**config.mk**
```make
export PLATFORM = sky130hd
export DESIGN_NAME = game_sequencer
export DESIGN_NICKNAME = d
export VERILOG_FILES = /design/src/rtl/game_sequencer.sv
export SDC_FILE = /design/constraint.sdc
export NUM_CORES = 1
export LEC_CHECK = 0
export BUFFER_PORTS_ARGS = -buffer_cell sky130_fd_sc_hd__buf_2
export CORE_MARGIN = 2
export CORE_UTILIZATION = 50
export DETAILED_ROUTE_END_ITERATION = 7
export PLACE_DENSITY = 0.69
export SKIP_CTS_REPAIR_TIMING = 1
export SYNTH_ARGS = -nofsm -noshare
export SYNTH_HDL_FRONTEND = slang
export SYNTH_SLANG_ARGS = --single-unit
export TNS_END_PERCENT = 10
```
**constraint.sdc**
```tcl
create_clock -name clk -period 7.3 [get_ports clk]
set_input_delay 1.095 -clock clk [delete_from_list [all_inputs] [get_ports clk]]
set_output_delay 1.095 -clock clk [all_outputs]
set_load 0.02 [all_outputs]
```
**src/rtl/game_sequencer.sv**
```systemverilog
// Game step sequencer: start countdown, a play phase whose tick period shrinks
// after each successful step, a death flash, and a score hold. Spawns lanes from an LFSR.
module game_sequencer #(
    parameter int BASE_PERIOD = 50000000,
    parameter int STEP        = 51113,
    parameter int MIN_PERIOD  = 5000000
) (
    input  logic        clk,
    input  logic        rst_n,
    input  logic        start,
    input  logic        miss,
    output logic        tick,
    output logic [2:0]  state,
    output logic        clear,
    output logic [1:0]  lane_req,
    output logic        blink,
    output logic [31:0] period,
    output logic [7:0]  level
);

    typedef enum logic [2:0] {
        IDLE  = 3'd0,
        CNT3  = 3'd1,
        CNT2  = 3'd2,
        CNT1  = 3'd3,
        CLEAR = 3'd4,
        PLAY  = 3'd5,
        DEAD  = 3'd6,
        SCORE = 3'd7
    } state_t;

    localparam logic [31:0] BASE_W    = 32'(BASE_PERIOD);
    localparam logic [31:0] STEP_W    = 32'(STEP);
    localparam logic [31:0] MIN_W     = 32'(MIN_PERIOD);
    // Sum in 33 bits so the clamp test itself can never wrap.
    localparam logic [32:0] CLAMP_LIM = {1'b0, MIN_W} + {1'b0, STEP_W};

    state_t      state_q, state_d;
    logic [31:0] cnt_q, cnt_d;
    logic [31:0] period_q, period_d;
    logic [7:0]  level_q, level_d;
    logic        blink_q, blink_d;
    logic [3:0]  lfsr_q, lfsr_d;
    logic        start_q, start_d;
    logic        armed_q, armed_d;

    logic sedge;
    logic active;

    always_ff @(posedge clk or negedge rst_n) begin
        if (!rst_n) begin
            state_q  <= IDLE;
            cnt_q    <= '0;
            period_q <= BASE_W;
            level_q  <= '0;
            blink_q  <= 1'b0;
            lfsr_q   <= 4'b0001;
            start_q  <= 1'b0;
            armed_q  <= 1'b0;
        end else begin
            state_q  <= state_d;
            cnt_q    <= cnt_d;
            period_q <= period_d;
            level_q  <= level_d;
            blink_q  <= blink_d;
            lfsr_q   <= lfsr_d;
            start_q  <= start_d;
            armed_q  <= armed_d;
        end
    end

    always_comb begin
        // armed_q blocks a start held high through reset from counting as an edge.
        sedge    = start && !start_q && armed_q;
        active   = (state_q != IDLE) && (state_q != SCORE);
        tick     = active && (cnt_q == period_q - 32'd1);
        clear    = tick && (state_q == CLEAR);
        lane_req = (tick && (state_q == PLAY) && !miss) ? lfsr_q[1:0] : 2'd0;

        state_d  = state_q;
        cnt_d    = '0;
        period_d = period_q;
        level_d  = level_q;
        blink_d  = blink_q;
        lfsr_d   = {lfsr_q[2:0], lfsr_q[3] ^ lfsr_q[2]};
        start_d  = start;
        armed_d  = armed_q | ~start;

        if (active) begin
            cnt_d = tick ? 32'd0 : cnt_q + 32'd1;
        end

        if (sedge) begin
            cnt_d = '0;
            if (active) begin
                state_d = SCORE;
            end else begin
                state_d  = CNT3;
                period_d = BASE_W;
            end
        end else if (tick) begin
            case (state_q)
                CNT3: state_d = CNT2;
                CNT2: state_d = CNT1;
                CNT1: state_d = CLEAR;
                CLEAR: begin
                    state_d = PLAY;
                    level_d = '0;
                    blink_d = 1'b0;
                end
                PLAY: begin
                    if (miss) begin
                        state_d  = DEAD;
                        period_d = BASE_W;
                    end else begin
                        period_d = ({1'b0, period_q} < CLAMP_LIM) ? MIN_W : period_q - STEP_W;
                        if (level_q != 8'hFF) level_d = level_q + 8'd1;
                    end
                end
                DEAD: blink_d = ~blink_q;
                default: ;
            endcase
        end

        if (state_d != DEAD) blink_d = 1'b0;
    end

    assign state  = state_q;
    assign blink  = blink_q;
    assign period = period_q;
    assign level  = level_q;

endmodule

```
======== Word level (Yosys, flattened, before mapping) ========
Index checks and enable logic that the tools add are counted.
word-level totals
  register bits after elaboration ......... 82
  bits of input ports ..................... 4
  output and inout bits ................... 48
  word-level logic and storage cells ...... 72
cells by class
  add/subtract/negate cells ............... 4
  $lt $le $gt $ge ......................... 1
  eq/ne operators ......................... 14
  mux-type cells .......................... 22
  bitwise gates (word level) .............. 5
  reductions and logical operators ........ 18
operator list
  cell                    count
  $mux 32                 9
  $add 32x1->32 const B   1
  $eq 32x32->1            1
  $lt 32x23->1 const B    1
  $sub 32x1->32 const B   1
  $sub 32x16->32 const B  1
  $mux 8                  2
  $pmux 8 s2              1
  $pmux 3 s5              1
  $mux 3                  4
  $eq 3x3->1 const B      3
  $add 8x1->8 const B     1
  $ne 8x8->1 const B      1
  $reduce_bool 2->1       4
  $logic_and 1x1->1       7
  $eq 3x2->1 const B      2
  $ne 3x3->1 const B      2
  $reduce_and 3->1        2
  $reduce_bool 3->1       2
  $reduce_and 5->1        1
  $ne 2x1->1 const B      2
  $ne 2x2->1 const B      2
  $eq 3x1->1 const B      1
  $mux 1                  3
  other kinds (6)         9

======== Longest topological paths before layout ========
Gate-level depths: netlist of run 1.
  depth in word-level cells ............... 8
  gate-level depth with buffers ........... 13
  mapped depth without buffers ............ 11

======== Worst setup path before layout of run 1 ========
OpenSTA, ideal clock, no wires.
  kind .................................... register to output
  start ................................... register period_q[0], in the netlist period[0]
  end ..................................... output port clear
  data arrival time ....................... 3.320 ns
  required time ........................... 6.205 ns
  slack ................................... 2.885 ns
  cell stages (with the launch flop) ...... 12
  buffers on the path ..................... 1
  cell sequence ........................... dfrtp_1 inv_1 ha_1 clkbuf_1 inv_1 or3_1 a311oi_1 nand3_1 nor4_1 o2111a_1 nand3_1 nor4b_1
on the way
  word-level cells in the longest chain between the ends .. 4
RTL lines
  element                   RTL line  RTL
  start: declaration        40        logic [31:0] period_q, period_d;
  start signal: assignment  63        period_q <= period_d;
  $sub 32x1->32             76        tick = active && (cnt_q == period_q - 32'd1);
  $eq 32x32->1              76
  $logic_and 1x1->1         76
  $logic_and 1x1->1         77        clear = tick && (state_q == CLEAR);
  end: declaration          14        output logic clear,
No other way between the ends.

======== Worst setup path after layout of run 1 ========
  start ................................... register period_q[6], in the netlist period[6]
  end ..................................... output port lane_req[0]
on the way
  word-level cells in the longest chain between the ends .. 6
RTL lines
  element                          RTL line  RTL
  $sub 32x1->32                    76
  $eq 32x32->1                     76
  $logic_and 1x1->1                76
  $logic_and 1x1->1 (2 in series)  78        lane_req = (tick && (state_q == PLAY) && !miss) ? lfsr_q[1:0] : 2'd0;
  $mux 2                           78
  end: declaration                 15        output logic [1:0] lane_req,
No other way between the ends.

==> flow_summary_export.csv, run 1 <==
group,metric,value,unit
grt,grt_usage,27.4,%
clock_tree,h_tree_level_count,3,
clock_tree,clock_path_buffers,2,
critical_path,number_of_cells_on_the_worst_reg_to_reg_path,9,
clock_tree,clkTransAtPathRegs,70,ps
yosys,avgSynthCellArea,8.40,um^2
drt,detail_route.wl_per_cell,19.3,um
yosys,ys_types,70,
sta,clock-skew-final,9.59,ps
run,cap_violations,0,
yosys,synth_sequential_area_ratio,35.3,%
yosys,synth.ff_latch_count,82,
critical_path,cp-startpoint,"period[6]",
finish,num_antenna_cells,0,
yosys,synth-main-ff-cell,"dfrtp_1",
critical_path,reg2reg_from,"period[6]",
critical_path,timing.critical_path.slowest_stage_cell,"a2111oi_1",
critical_path,r2r_setup_slack,3000,ps
yosys,synth.cell_area,5860,um^2
outcome,outcome,"complete, no violations",
placed_design,gpl_congestion,0.890,
critical_path,timing.critical_path.fanout_max,13,
sta,unrepaired_setup_endpoints_after_global_routing,"no",
floorplanning,die_x,112,um
clock_tree,cts-buffers-inserted,9,
sta,setup_violations,0,
yosys,synthCells,697,
sta,final.period_utilization,71.4,%
critical_path,timing.critical_path.from_type,"flop",
yosys,share_of_synthesized_registers_carrying_an_async_set_or_reset,100,%
finish,fin_nets,721,
clock_tree,clkSinkCount,82,
worst_hold_path,timing.hold.worst.start,"lfsr_q[2]",
drt,vias,5439,
floorplanning,start_util,51.3,%
sta,tns,0,ps
floorplanning,chipHeight,112,um
sta,tightest_slew,1060,ps
worst_hold_path,holdPathStages,0,
placed_design,placement.io_buffers,51,
floorplanning,fp.dieArea,12600,um^2
placed_design,setup_slack_at_placement,2520,ps
clock_tree,clkLatencyLatePin,350,ps
drt,postRouteAntennaNets,0,
sta,final_critical_delay_including_setup_and_external_delays,5210,ps
finish,drive_gt1_share,14.7,%
sta,timing_hold_violations_final,0,
yosys,edff_count_synth,0,
power,p_per_area,230,nW/um^2
sta,maxSlewViolCount,0,
placed_design,dpl.hpwl,12000,um
floorplanning,core.rowCount,39,
yosys,postSynthNetCount,704,
sta,achievable-frequency,192,MHz
critical_path,critical-path-max-stage-delay,710,ps
drt,vias_per_cell,6.31,
critical_path,endpoint_kind,"primary output",
sta,postLayoutSetupSlackWorst,2090,ps
critical_path,timing.setup.critical_path_class,"flop to primary output",
yosys,synth_top_area_share,29.5,%
drt,drcViolationCount,0,
worst_hold_path,worst_hold_path_type,"flop to flop",
critical_path,crit_path_cell_trace,"nor3_1 > nand4_1 > nor3_1 > a211oi_1 > a2111oi_1 > nand4_1 > nor3b_1 > buf_2",
yosys,synthesis.yosys.warnings,0,
critical_path,worstReg2RegEnd,"period[30]",
power,cellLeakagePower,2.73,nW
grt,grt_max_degree,83,
yosys,yosys-top-cells-area,"dfrtp_1, dfstp_2, xor2_1, xnor2_1, nor2_1",
sta,final.hold.worst_slack,394,ps
clock_tree,cts-root-buf,"clkbuf_16",
clock_tree,cts_tree,"built",
floorplanning,floorplan.core_area,11400,um^2
critical_path,critical_path_rt,6200,ps
grt,antenna_violations_before_repair,0,
grt,globalRoute.totalOverflow,0,
floorplanning,ioPinCount,52,
critical_path,timing.critical_path.arrival,4120,ps
sta,timing.max_slew.rel_slack,29.0,%
critical_path,cpLargestDelayFamily,"simple AND/OR/NAND/NOR gates",
power,vdd_drop_max,276,uV
grt,grt_pass1_wl,27600,um
critical_path,critical_path.n_buffers_inverters,1,
finish,syn2layout_area_growth,11.0,%
worst_hold_path,min_delay_worst_endpoint,"lfsr_q[3]",
grt,first_global_vias,5274,
drt,first_pass_iters,5,
drt,initialDrtViolationCount,459,
yosys,yosys.area.top_type,"dfrtp_1",
drt,wl,16600,um
-- layer usage --
| layer | vias to the layer above | wire length [um] | global-route usage [%] |
|---|---|---|---|
| met2 | 210 | 7440 | 41.4 |
| met1 | 2628 | 7360 | 37.9 |
| met4 | 0 | 557 | 10.2 |
| li1 | 2556 | - | - |
| met3 | 45 | 1250 | 7.34 |
| met5 | - | 0 | 0 |
-- registers in the layout, indices dropped and copies added (netlist names) --
| name | cells |
|---|---|
| state | 3 |
| lfsr_q | 4 |
| start_q | 1 |
| cnt_q | 32 |
| blink | 1 |
| armed_q | 1 |
| level | 8 |
| period | 32 |
-- worst reg2reg max path, stage by stage, from the launching register on --
cell and delay (ps):
dfrtp_1 500, nor3_1 440, nand4_1 540, or4_1 660, o21ai_0 230, o211ai_1 190, or4_4 530, o21ai_2 570
nor2_1 280, a21o_1 260
-- cell families (layout without fill, tap and decap cells) --
family,count (synthesis),count (layout),synth area share [%]
mux,11,11,1.94
xor+xnor,76,76,11.4
simple gates,300,300,28.0
buf+inv,74,96,5.21
flops,82,82,35.3
fa+ha+maj,3,3,0.641
compound gates,151,151,17.6
-- placed cells by master (no fill, tap or decap), types with 6 or more instances in the layout --
master	n
nor2_1	77
dfrtp_1	69
buf_2	50
nand2_1	45
xor2_1	39
xnor2_1	37
o21ai_0	37
nand3_1	31
inv_1	26
nor3_1	25
nand4_1	20
a21oi_1	20
and3_1	15
o22ai_1	15
nor4_1	13
dfstp_2	13
or3_1	12
and2_1	10
nand2b_1	9
clkbuf_16	9
o211ai_1	8
mux2i_1	8
a2bb2oi_1	8
o21a_1	7
and4_1	6
-- worst max-delay path by stage --
stage | cells after the start | slack (ps) | to
after detailed placement | 8 | 2520 | lane_req[0]
after floorplan | 11 | 2880 | clear
final | 8 | 2090 | lane_req[0]
after CTS | 8 | 2090 | lane_req[1]
after global routing | 9 | 1760 | lane_req[1]
after global placement | 8 | 2640 | lane_req[1]
-- metrics by stage --
step / util (%) / std cells / total power [mW] / instance area [um^2]
6_report: 56.9 / 862 / 1.50 / 6500
5_1_grt: 56.9 / 862 / 1.58 / 6500
4_1_cts: 56.9 / 862 / 1.51 / 6500
3_5_place_dp: 53.5 / 846 / 0.905 / 6110
3_3_place_gp: 53.5 / 846 / 0.897 / 6110
2_1_floorplan: - / 697 / 0.806 / 5860
-- report_power, final --
| part | total [mW] | internal (mW) | switching [mW] |
|---|---|---|---|
| Combinational | 0.358 | 0.123 | 0.234 |
| Clock | 0.595 | 0.403 | 0.192 |
| Sequential | 0.544 | 0.482 | 0.0618 |
-- area by class of cell --
cell class                      instances  area, um^2
Multi-Input combinational cell        541        3480
Clock buffer                            9         225
Timing Repair Buffer                   54         280
Sequential cell                        82        2070
Inverter                               26        97.6
Fill cell                            1024        4920
Clock inverter                          7         165
Tap cell                              143         179
-- synth_stat cells, types with 5 or more instances --
library cell	n
a22o_1	5
o211ai_1	8
o21ai_0	37
dfrtp_1	69
xor2_1	39
dfstp_2	13
nand2b_1	9
nor2_1	77
a2bb2oi_1	8
and4_1	6
nand3_1	31
nand2_1	45
xnor2_1	37
inv_1	26
mux2i_1	8
nor3_1	25
a21oi_1	20
clkbuf_1	35
o21a_1	7
nor4_1	13
o22ai_1	15
nor4_2	5
o2bb2ai_1	5
nand4_1	20
and2_1	10
or2_2	5
buf_2	10
and3_1	15
a211oi_1	5
or3_1	12
No activity file was read; power rests on OpenSTA's default activity.
==> run 2: changes to the inputs <==
Clock period 7.3 ns to 5.2 ns, I/O delays scaled along.
==> flow_summary_export.csv, run 2 (synthesis gave the netlist of run 1 again) <==
group,metric,value,unit
grt,globalRoute.totalOverflow,0,
finish,postLayoutCoreUtil,56.5,%
sta,achievable-frequency,207,MHz
sta,timing.max_slew.rel_slack,28.2,%
critical_path,critical_path.n_buffers_inverters,1,
power,p_per_area,298,nW/um^2
finish,n_fill_cell,1054,
critical_path,cp_num_cells,8,
grt,grt_max_degree,83,
drt,drcViolationCount,0,
critical_path,cpLargestDelayFamily,"simple AND/OR/NAND/NOR gates",
placed_design,placement.io_buffers,51,
floorplanning,fp.dieArea,12600,um^2
critical_path,timing.critical_path.slowest_stage_cell,"a2111oi_1",
drt,wl,16800,um
power,net-switching-power,686,uW
floorplanning,floorplan.core_area,11400,um^2
finish,highest_count_cells_in_the_layout_ignoring_fill_and_taps,"nor2_1, dfrtp_1, buf_2, nand2_1, xor2_1",
grt,first_global_vias,5420,
critical_path,number_of_cells_on_the_worst_reg_to_reg_path,9,
power,cellLeakagePower,2.72,nW
sta,clock-skew-final,9.34,ps
floorplanning,chipHeight,112,um
drt,detail_route.wl_per_cell,19.3,um
clock_tree,clkLatencyLatePin,350,ps
floorplanning,start_util,51.3,%
critical_path,endpoint_kind,"primary output",
floorplanning,ioPinCount,52,
critical_path,cp-startpoint,"period[6]",
sta,unrepaired_setup_endpoints_after_global_routing,"no",
critical_path,timing.critical_path.arrival,4060,ps
power,power.share.combinational,26.5,%
power,sw_frac_of_total,35.7,%
critical_path,timing.setup.critical_path_class,"flop to primary output",
sta,setup_violations,0,
power,power.clock.fraction,33.7,%
critical_path,critical-path-max-stage-delay,670,ps
placed_design,setup_slack_at_placement,742,ps
clock_tree,cts-buffers-inserted,9,
critical_path,worstReg2RegEnd,"level[0]",
sta,tns,0,ps
sta,final.period_utilization,93.0,%
placed_design,gpl_congestion,0.889,
finish,final_design_area_no_fill,6450,um^2
critical_path,critical_path_rt,4420,ps
critical_path,timing.critical_path.from_type,"flop",
critical_path,reg2reg_from,"period[6]",
critical_path,crit_path_cell_trace,"nor3_1 > nand4_1 > nor4_1 > mux2i_1 > a2111oi_1 > nand4_1 > nor3b_1 > buf_2",
outcome,outcome,"complete, no violations",
placed_design,detailed_place.area,6130,um^2
clock_tree,clkTransAtPathRegs,60,ps
drt,initialDrtViolationCount,504,
sta,maxSlewViolCount,0,
critical_path,r2r_setup_slack,930,ps
worst_hold_path,worst_hold_path_type,"flop to flop",
floorplanning,die_x,112,um
sta,final_critical_delay_including_setup_and_external_delays,4840,ps
power,share_seq_of_total_power,39.8,%
floorplanning,core.rowCount,39,
power,internal-power,1.24,mW
drt,first_pass_iters,5,
clock_tree,cts_tree,"built",
sta,postLayoutSetupSlackWorst,364,ps
grt,grt_usage,27.4,%
grt,grt_pass1_wl,27700,um
drt,postRouteAntennaNets,0,
clock_tree,h_tree_level_count,3,
drt,vias_per_cell,6.28,
run,cap_violations,0,
sta,tightest_slew,1070,ps
finish,syn2layout_area_growth,10.1,%
critical_path,worstSetupEndpoint,"lane_req[0]",
clock_tree,cts-root-buf,"clkbuf_16",
finish,fin_nets,727,
finish,num_antenna_cells,0,
finish,final_common_cell,"nor2_1",
clock_tree,clkSinkCount,82,
placed_design,dpl.hpwl,12200,um
clock_tree,clock_path_buffers,2,
grt,antenna_violations_before_repair,0,
critical_path,cpMostUsedCell,"nand4_1",
critical_path,timing.critical_path.fanout_max,13,
finish,drive_gt1_share,15.2,%
drt,vias,5452,
power,vdd_drop_max,240,uV
sta,timing_hold_violations_final,0,
run 2: metal layers:
| layer | track usage (%) | vias up | part of all wire, % |
|---|---|---|---|
| li1 | - | 2563 | - |
| met1 | 37.9 | 2620 | 45 |
| met2 | 41.4 | 225 | 45 |
| met3 | 6.26 | 44 | 7.1 |
| met4 | 11.4 | 0 | 3.1 |
| met5 | 0 | - | 0 |
run 2: power groups by stage:
stage,combinational [mW],sequential (mW),clock [mW]
final,0.510,0.765,0.648
after global routing,0.563,0.770,0.689
after CTS,0.506,0.762,0.663
after detailed placement,0.503,0.773,0
after global placement,0.493,0.770,0
after floorplan,0.381,0.751,0
run 2: worst min-delay path by stage:
| stage | to | slack (ps) | startpoint | cells past startpoint |
|---|---|---|---|---|
| finish | lfsr_q[2] | 380 | lfsr_q[1] | 0 |
| global route | lfsr_q[2] | 410 | lfsr_q[1] | 0 |
| CTS | lfsr_q[2] | 390 | lfsr_q[1] | 0 |
| detailed placement | lfsr_q[2] | 370 | lfsr_q[1] | 0 |
| global placement | lfsr_q[3] | 380 | lfsr_q[2] | 0 |
| floorplan | lfsr_q[2] | 350 | lfsr_q[1] | 0 |
run 2: final cells by class:
cell class / count / area [um^2] / area share (%)
inverters: 26 / 97.6 / 1.51
clock buffers: 12 / 246 / 3.82
multi-input cells: 541 / 3480 / 54.0
well taps: 143 / 179 / 2.77
repair buffers: 60 / 325 / 5.04
flip-flops and latches: 82 / 2070 / 32.1
clock inverters: 4 / 51.3 / 0.795
run 2: stage by stage:
stage               total power [mW]  cells  hold WS [ps]
floorplan                       1.13    697           346
global placement                1.26    849           379
detailed placement              1.28    849           366
CTS                             1.93    865           387
global route                    2.02    868           407
finish                          1.92    868           378
